[src/rtl/mult4_seq_arb.sv]
// Round-robin arbiter sharing one external 4x4 multiplier core among NREQ requesters.
// Each accepted request is an 8x8 unsigned multiply done in four shift-accumulate core passes.
module mult4_seq_arb #(
    parameter int unsigned NREQ = 2,
    parameter int unsigned OPW  = 8,
    localparam int unsigned IDW = (NREQ > 1) ? $clog2(NREQ) : 1
) (
    input  logic                   clk,
    input  logic                   rst,
    input  logic [NREQ-1:0]        req_valid,
    output logic [NREQ-1:0]        req_ready,
    input  logic [NREQ*OPW-1:0]    req_a,
    input  logic [NREQ*OPW-1:0]    req_b,
    output logic                   rsp_valid,
    input  logic                   rsp_ready,
    output logic [IDW-1:0]         rsp_id,
    output logic [2*OPW-1:0]       rsp_p,
    output logic                   busy,
    output logic [OPW/2-1:0]       core_x,
    output logic [OPW/2-1:0]       core_y,
    input  logic [OPW-1:0]         core_o
);

    localparam int unsigned NW = OPW / 2;
    localparam int unsigned PW = 2 * OPW;

    typedef enum logic [1:0] {
        S_IDLE = 2'd0,
        S_MUL  = 2'd1,
        S_DONE = 2'd2
    } state_t;

    state_t           r_state;
    state_t           w_next;
    logic [IDW-1:0]   r_rr_ptr;
    logic [1:0]       r_step;
    logic [PW-1:0]    r_acc;
    logic [OPW-1:0]   r_a;
    logic [OPW-1:0]   r_b;
    logic [IDW-1:0]   r_id;
    logic             r_rsp_valid;
    logic [PW-1:0]    r_rsp_p;
    logic [IDW-1:0]   r_rsp_id;

    logic             w_found;
    logic [IDW-1:0]   w_grant;
    logic [IDW-1:0]   w_idx;
    logic [OPW-1:0]   w_sel_a;
    logic [OPW-1:0]   w_sel_b;
    logic [PW-1:0]    w_term;
    logic [PW-1:0]    w_sum;

    // Round-robin scan: first valid requester at or after r_rr_ptr, wrapping.
    always_comb begin
        w_found = 1'b0;
        w_grant = '0;
        w_idx   = '0;
        w_sel_a = '0;
        w_sel_b = '0;
        for (int unsigned k = 0; k < NREQ; k++) begin
            w_idx = IDW'((32'(r_rr_ptr) + k) % NREQ);
            if (!w_found && req_valid[w_idx]) begin
                w_found = 1'b1;
                w_grant = w_idx;
            end
        end
        for (int unsigned k = 0; k < NREQ; k++) begin
            if (32'(w_grant) == k) begin
                w_sel_a = req_a[k*OPW +: OPW];
                w_sel_b = req_b[k*OPW +: OPW];
            end
        end
    end

    always_ff @(posedge clk or posedge rst) begin
        if (rst) r_state <= S_IDLE;
        else     r_state <= w_next;
    end

    always_comb begin
        w_next = r_state;
        case (r_state)
            S_IDLE:  if (w_found) w_next = S_MUL;
            S_MUL:   if (r_step == 2'd3) w_next = S_DONE;
            S_DONE:  if (rsp_ready) w_next = S_IDLE;
            default: w_next = S_IDLE;
        endcase
    end

    // Grant and core operand steering; core inputs are parked at zero outside MUL.
    always_comb begin
        req_ready = '0;
        core_x    = '0;
        core_y    = '0;
        busy      = 1'b0;
        case (r_state)
            S_IDLE: begin
                if (w_found && !rst) req_ready[w_grant] = 1'b1;
            end
            S_MUL: begin
                busy = 1'b1;
                case (r_step)
                    2'd0: begin core_x = r_a[NW-1:0];   core_y = r_b[NW-1:0];   end
                    2'd1: begin core_x = r_a[NW-1:0];   core_y = r_b[OPW-1:NW]; end
                    2'd2: begin core_x = r_a[OPW-1:NW]; core_y = r_b[NW-1:0];   end
                    default: begin core_x = r_a[OPW-1:NW]; core_y = r_b[OPW-1:NW]; end
                endcase
            end
            S_DONE:  busy = 1'b1;
            default: busy = 1'b1;
        endcase
    end

    always_comb begin
        w_term = PW'(core_o);
        case (r_step)
            2'd0:    w_term = PW'(core_o);
            2'd3:    w_term = PW'(core_o) << OPW;
            default: w_term = PW'(core_o) << NW;
        endcase
        w_sum = r_acc + w_term;
    end

    always_ff @(posedge clk or posedge rst) begin
        if (rst) begin
            r_rr_ptr    <= '0;
            r_step      <= '0;
            r_acc       <= '0;
            r_a         <= '0;
            r_b         <= '0;
            r_id        <= '0;
            r_rsp_valid <= 1'b0;
            r_rsp_p     <= '0;
            r_rsp_id    <= '0;
        end else begin
            case (r_state)
                S_IDLE: begin
                    if (w_found) begin
                        r_a      <= w_sel_a;
                        r_b      <= w_sel_b;
                        r_id     <= w_grant;
                        r_acc    <= '0;
                        r_step   <= '0;
                        r_rr_ptr <= IDW'((32'(w_grant) + 32'd1) % NREQ);
                    end
                end
                S_MUL: begin
                    r_acc  <= w_sum;
                    r_step <= r_step + 2'd1;
                    if (r_step == 2'd3) begin
                        r_rsp_p     <= w_sum;
                        r_rsp_id    <= r_id;
                        r_rsp_valid <= 1'b1;
                    end
                end
                S_DONE: begin
                    if (rsp_ready) r_rsp_valid <= 1'b0;
                end
                default: r_rsp_valid <= 1'b0;
            endcase
        end
    end

    assign rsp_valid = r_rsp_valid;
    assign rsp_p     = r_rsp_p;
    assign rsp_id    = r_rsp_id;

endmodule

[config.mk]
export PLATFORM = sky130hd
export DESIGN_NAME = mult4_seq_arb
export DESIGN_NICKNAME = d
export VERILOG_FILES = /design/src/rtl/mult4_seq_arb.sv
export SDC_FILE = /design/constraint.sdc
export NUM_CORES = 1
export LEC_CHECK = 0
export BUFFER_PORTS_ARGS = -buffer_cell sky130_fd_sc_hd__buf_4
export CORE_ASPECT_RATIO = 1.2
export CORE_MARGIN = 4
export CORE_UTILIZATION = 55
export DETAILED_ROUTE_END_ITERATION = 7
export GPL_TIMING_DRIVEN = 0
export PLACE_DENSITY_LB_ADDON = 0.1
export RECOVER_POWER = 25
export SYNTH_ARGS = -nofsm -noshare
export SYNTH_HDL_FRONTEND = slang
export SYNTH_SLANG_ARGS = --single-unit
[constraint.sdc]
create_clock -name clk -period 3.7 [get_ports clk]
set_clock_uncertainty 0.1 [all_clocks]
set_input_delay 0.185 -clock clk [delete_from_list [all_inputs] [get_ports clk]]
set_output_delay 0.185 -clock clk [all_outputs]
set_load 0.05 [all_outputs]
* Word level (Yosys, flattened, before mapping)
Index checks and enable logic that the tools add are counted.
Word-level totals: register bits 56, bits of input ports 45, output and inout bits 29
Operators by class: add/sub/neg operators 4, $lt $le $gt $ge 4, equality and inequality tests 8, multiplexer cells 31, bitwise operators 1, reduce and logical (&&, ||, !) cells 15
Operators with widths (count):
- 16-bit one-hot mux with 2 select lines | 2
- 16-bit adder | 1
- 16-bit two-way mux | 1
- 4-bit two-way mux | 4
- 8-bit two-way mux | 2
- 1-bit two-way mux | 12
- 2-bit two-way mux | 6
- 2-bit equality test, second input constant | 3
- 1-bit by 2-bit < comparator with 1-bit output, second input constant | 3
- 2-bit inequality test, second input constant | 3
- 2-bit one-hot mux with 3 select lines | 1
- 2-bit AND reduction | 3
- 3-bit AND reduction | 2
- 2-bit by 1-bit equality test with 1-bit output, second input constant | 2
- 2-bit zero test | 2
- 2-bit one-hot mux with 2 select lines | 1
- 2-bit OR reduction | 2
- 1-bit logical AND | 3
- 1-bit one-hot mux with 3 select lines | 1
- 1-bit adder, second input constant | 2
- 2-bit by 1-bit adder with 2-bit output, second input constant | 1
- 1-bit zero test | 2
- 2-bit nonzero test | 1
- 1-bit demux with 1-bit select | 1
- 2 further kinds | 2

* Depth between registers and ports, before layout
depth in word-level cells 12, depth in mapped cells 12, gate-level depth less buffers 10

* Worst setup path after synthesis
No wires, ideal clock.
path kind flip-flop to flip-flop, start point reg r_step[0], end point reg r_rsp_p[14] (netlist: rsp_p[14]), data arrival time 2.963 ns, required time 3.530 ns, slack 0.567 ns, stages on the path, launching flop included 13, path buffers 2, period minus slack after synthesis 3.133 ns, cells stage by stage dfrtp_1 > inv_1 > ha_1 > clkbuf_1 > clkbuf_1 > and2_1 > ha_1 > fa_1 > a21oi_1 > a2bb2oi_1 > a21oi_1 > or4_1 > nand3_1
On the way: word-level cells in the longest chain between the ends 3, elaborated cells on any way between the ends 5, those cells by class add/sub: 1; eq/ne: 1; mux: 1; reduce/logical: 2
RTL lines:
- start, declared | RTL line 36 | logic [1:0] r_step;
- start signal, assigned | RTL line 149 | r_step <= r_step + 2'd1;
- 2-bit equality test / 2-bit zero test (equally long branches) | RTL line 116, 150
- 16-bit one-hot mux with 2 select lines | RTL line 116 | case (r_step)
- 16-bit adder | RTL line 121 | w_sum = r_acc + w_term;
- end signal, assigned | RTL line 151 | r_rsp_p <= w_sum;
- end, declared | RTL line 42 | logic [PW-1:0] r_rsp_p;
Several ways; a longest one is shown, not always the timed one. A chain may end at the register's enable or synchronous reset.

* Worst setup path in the final report
start point reg r_step[0], end point reg r_rsp_p[15] (netlist: rsp_p[15])
Same word-level chain as after synthesis.

==> out/qor.yml <==
route.antenna.remaining_nets: 0
setup_violations: 0
hold_path_startpoint: "rsp_ready"
yosysSeqAreaShare_pct: 41.06
period_needed_ps: 3417
clock-sinks: 56
netlist_area_um2: 3413
fp.dieArea_um2: 7536
timing.critical_path.buf_inv: 3
reg2reg_from: "r_step[0]$_DFFE_PP0P_"
vias_in_the_first_global_route: 3474
cts_inserted_buffers: 5
globalRouteTotalUtil_pct: 27.69
power.density_nw_per_um2: 1046
placement_rows: 31
status: "complete, no violations"
cp_cell_sequence: "inv_1 > ha_1 > clkbuf_1 > a22o_1 > ha_1 > clkbuf_2 > nand2_1 > or4_1 > a211o_1 > and4_4 > o31ai_1"
largest_delay_share_family_worst_path: "simple AND/OR/NAND/NOR gates"
pin_count_of_the_biggest_net_entering_global_routing: 33
slew_viols_final: 0
synth_seq_cells: 56
irDropWorstVdd_mv: 0.5650
final_min_period_over_clock_period_pct: 92.34
syn-instance-count: 386
min_path_cells: 3
average_vias_per_placed_instance: 5.912
drt_pass1_iterations: 5
min_path_type: "in -> reg"
max_cap_violations: 0
cts-htree-levels: 2
postSynth.asyncResetShare_pct: 100.0
postSynth.topFlopCell: "dfrtp_1"
critical_path.max_fanout: 10
cts_tree: "done"
hpwlAfterDp_um: 6801
timing.critical_path.mode_cell: "ha_1"
drc: 0
num_antenna_cells: 0
mean_instance_size_in_the_synthesized_netlist_um2: 8.843
worstRegToRegCells: 11
critical_path.reg2reg.endpoint: "rsp_p[15]$_DFFE_PP0P_"
antenna_found_initial: 0
clk-insertion-delay-late_ps: 320
num_vias: 3429
wl_per_cell_um: 17.24
register_to_register_setup_slack_ps: 280
p_leak_uw: 0.002110
clk_path_buf_depth: 2
final_layout_size_suffix_gt1_share_pct: 16.67
layout-area-overhead-vs-synth_pct: 31.01
timing.critical_path.slowest_stage_cell: "or4_1"
hold_path_end: "r_state[1]$_DFFE_PP0P_"
grt.overflow.total: 0
stdcell_count: 580
worst_pin_slew_ps: 1023
cts.reportedPaths.clkPinSlew_ps: 110
io-pin-count: 74
synth_warnings: 0
drt-initial-drc-count: 273
timing.setup.critical_path_class: "reg -> reg"
dp_cells: 542
worstPathArrival_ps: 3520
first_pass_grt_wire_length_um: 16390
design.core.area_um2: 6051
design.final.nets: 565
post_synth_num_cell_types: 49
crit_path_end_kind: "register"
numPortBuffers: 73
rsz0062_at_grt: "false"
post-route-cell-area_um2: 4472
root_buffer: "clkbuf_8"
final_util_pct: 73.90
die_h_um: 94.30
num-fill-cells: 485
timing.slew.headroom_pct: 31.71
drt_wl_total_um: 10000
synth_fp_nets: 453
achievable-frequency_mhz: 292.7
placed_cell_area_um2: 4084
place_congestion: 0.9653
critical-path-max-stage-delay_ps: 470
number_of_enable_type_register_cells_in_the_synthesized_netlist: 0
worstSetupStartpointType: "register"
effective_utilization_at_floorplan_pct: 56.41
final.setup.tns_ps: 0
total_count_of_hold_check_failures_in_the_final_report: 0
die_x_um: 79.92
critical_path_required_ps: 3810
[cells by family (layout without fill, tap and decap cells)]
group	count (synthesis)	in the layout	share of synthesized area, %
AND/OR/NAND/NOR	130	130	18.44
AO/OA/AOI/OAI	125	125	25.07
flip-flops	56	56	41.06
buffers and inverters	45	157	5.022
adder cells (fa/ha/maj)	22	22	8.284
XOR/XNOR	7	7	1.796
multiplexers	1	1	0.3299
[report_power, final]
part / switching, µW / internal [µW] / leakage [µW]
Sequential: 183 / 906 / 0.000701
Clock: 216 / 133 / 0.0000406
Combinational: 2090 / 1150 / 0.00137
[Yosys cell counts, types with 2 or more instances]
| master | count | area share, % |
|---|---|---|
| ha_1 | 21 | 7.7 |
| nor2_1 | 10 | 1.1 |
| xnor2_1 | 4 | 1.0 |
| a31oi_1 | 2 | 0.37 |
| nand2b_1 | 2 | 0.37 |
| nand2_1 | 55 | 6.0 |
| a222oi_1 | 16 | 4.7 |
| inv_1 | 24 | 2.6 |
| xor2_1 | 3 | 0.77 |
| or4_1 | 3 | 0.66 |
| o21a_1 | 6 | 1.3 |
| o311a_1 | 2 | 0.59 |
| a21o_1 | 8 | 1.8 |
| o31ai_1 | 11 | 2.4 |
| a211oi_1 | 4 | 0.88 |
| nor3_1 | 8 | 1.2 |
| and2_1 | 10 | 1.8 |
| a21oi_1 | 22 | 3.2 |
| nand3_1 | 26 | 3.8 |
| o21ai_0 | 36 | 5.3 |
| dfrtp_1 | 56 | 41 |
| nand4_1 | 3 | 0.55 |
| clkbuf_1 | 19 | 2.1 |
| or3_1 | 2 | 0.37 |
| nor2b_1 | 4 | 0.73 |
| a22o_1 | 6 | 1.5 |
[how the worst max path moves through the flow]
stage | startpoint | depth (start not counted) | to | slack (ps)
after floorplan | r_step[0]$_DFFE_PP0P_ | 12 | rsp_p[14]$_DFFE_PP0P_ | 570
after global placement | r_step[0]$_DFFE_PP0P_ | 12 | rsp_p[14]$_DFFE_PP0P_ | 140
after detailed placement | r_step[0]$_DFFE_PP0P_ | 12 | r_acc[14]$_DFFE_PP0P_ | 110
after CTS | r_step[0]$_DFFE_PP0P_ | 12 | rsp_p[14]$_DFFE_PP0P_ | 50
after global routing | r_step[0]$_DFFE_PP0P_ | 11 | rsp_p[15]$_DFFE_PP0P_ | 70
final | r_step[0]$_DFFE_PP0P_ | 11 | rsp_p[15]$_DFFE_PP0P_ | 280
[what timing repair did]
action | CTS | global route
buffers inserted | 0 | 0
resized for setup | 0 | 4
endpoints found under the hold margin | 40 | 0
hold buffers | 33 | 0
endpoints found under the setup margin | 0 | 9
[flip-flops by register name (all words and copies together), names as in the netlist]
name,cells
rsp_id,1
r_b,8
rsp_valid,1
r_state,2
rsp_p,16
r_step,2
r_a,8
r_id,1
r_acc,16
r_rr_ptr,1
[worst register-to-register path, stage by stage (launching register included)]
cell and delay (ps):
dfrtp_1 450, inv_1 100, ha_1 380, clkbuf_1 230
a22o_1 260, ha_1 270, clkbuf_2 170, nand2_1 190
or4_1 470, a211o_1 260, and4_4 180, o31ai_1 260
[layout by cell type (no fill, tap or decap), drive strengths merged, types with 11 or more instances in the layout]
cell,count
buf,63
dfrtp,56
nand2,56
o21ai,37
clkbuf,35
dlygate4sd3,33
nand3,26
inv,25
a21oi,23
ha,21
a222oi,16
o31ai,11
[area by class of cell]
class	count	area, µm²	area share [%]
clock inverters	2	16.27	0.3637
multi-input cells	285	1862	41.63
plain buffers	19	73.82	1.651
clock buffers	5	68.82	1.539
flip-flops and latches	56	1401	31.34
well taps	82	102.6	2.294
repair buffers	107	857.1	19.17
inverters	24	90.09	2.015
[layer usage]
layer	wire (µm)	track usage (%)	share of wire [%]
met3	589	5.086	5.9
met2	5266	51.73	53
met4	143	7.324	1.4
met1	4002	31.86	40
met5	0	0	0
[through the flow]
step	hold slack, ps	power (µW)	worst slack, ps
finish	88.85	4679	283.5
CTS	83.31	4630	48.81
floorplan	206.2	3314	566.8
global route	78.39	5018	74.46
detailed placement	178.2	4105	105.0
global placement	293.4	4020	140.4
No activity file was read; power rests on OpenSTA's default activity.
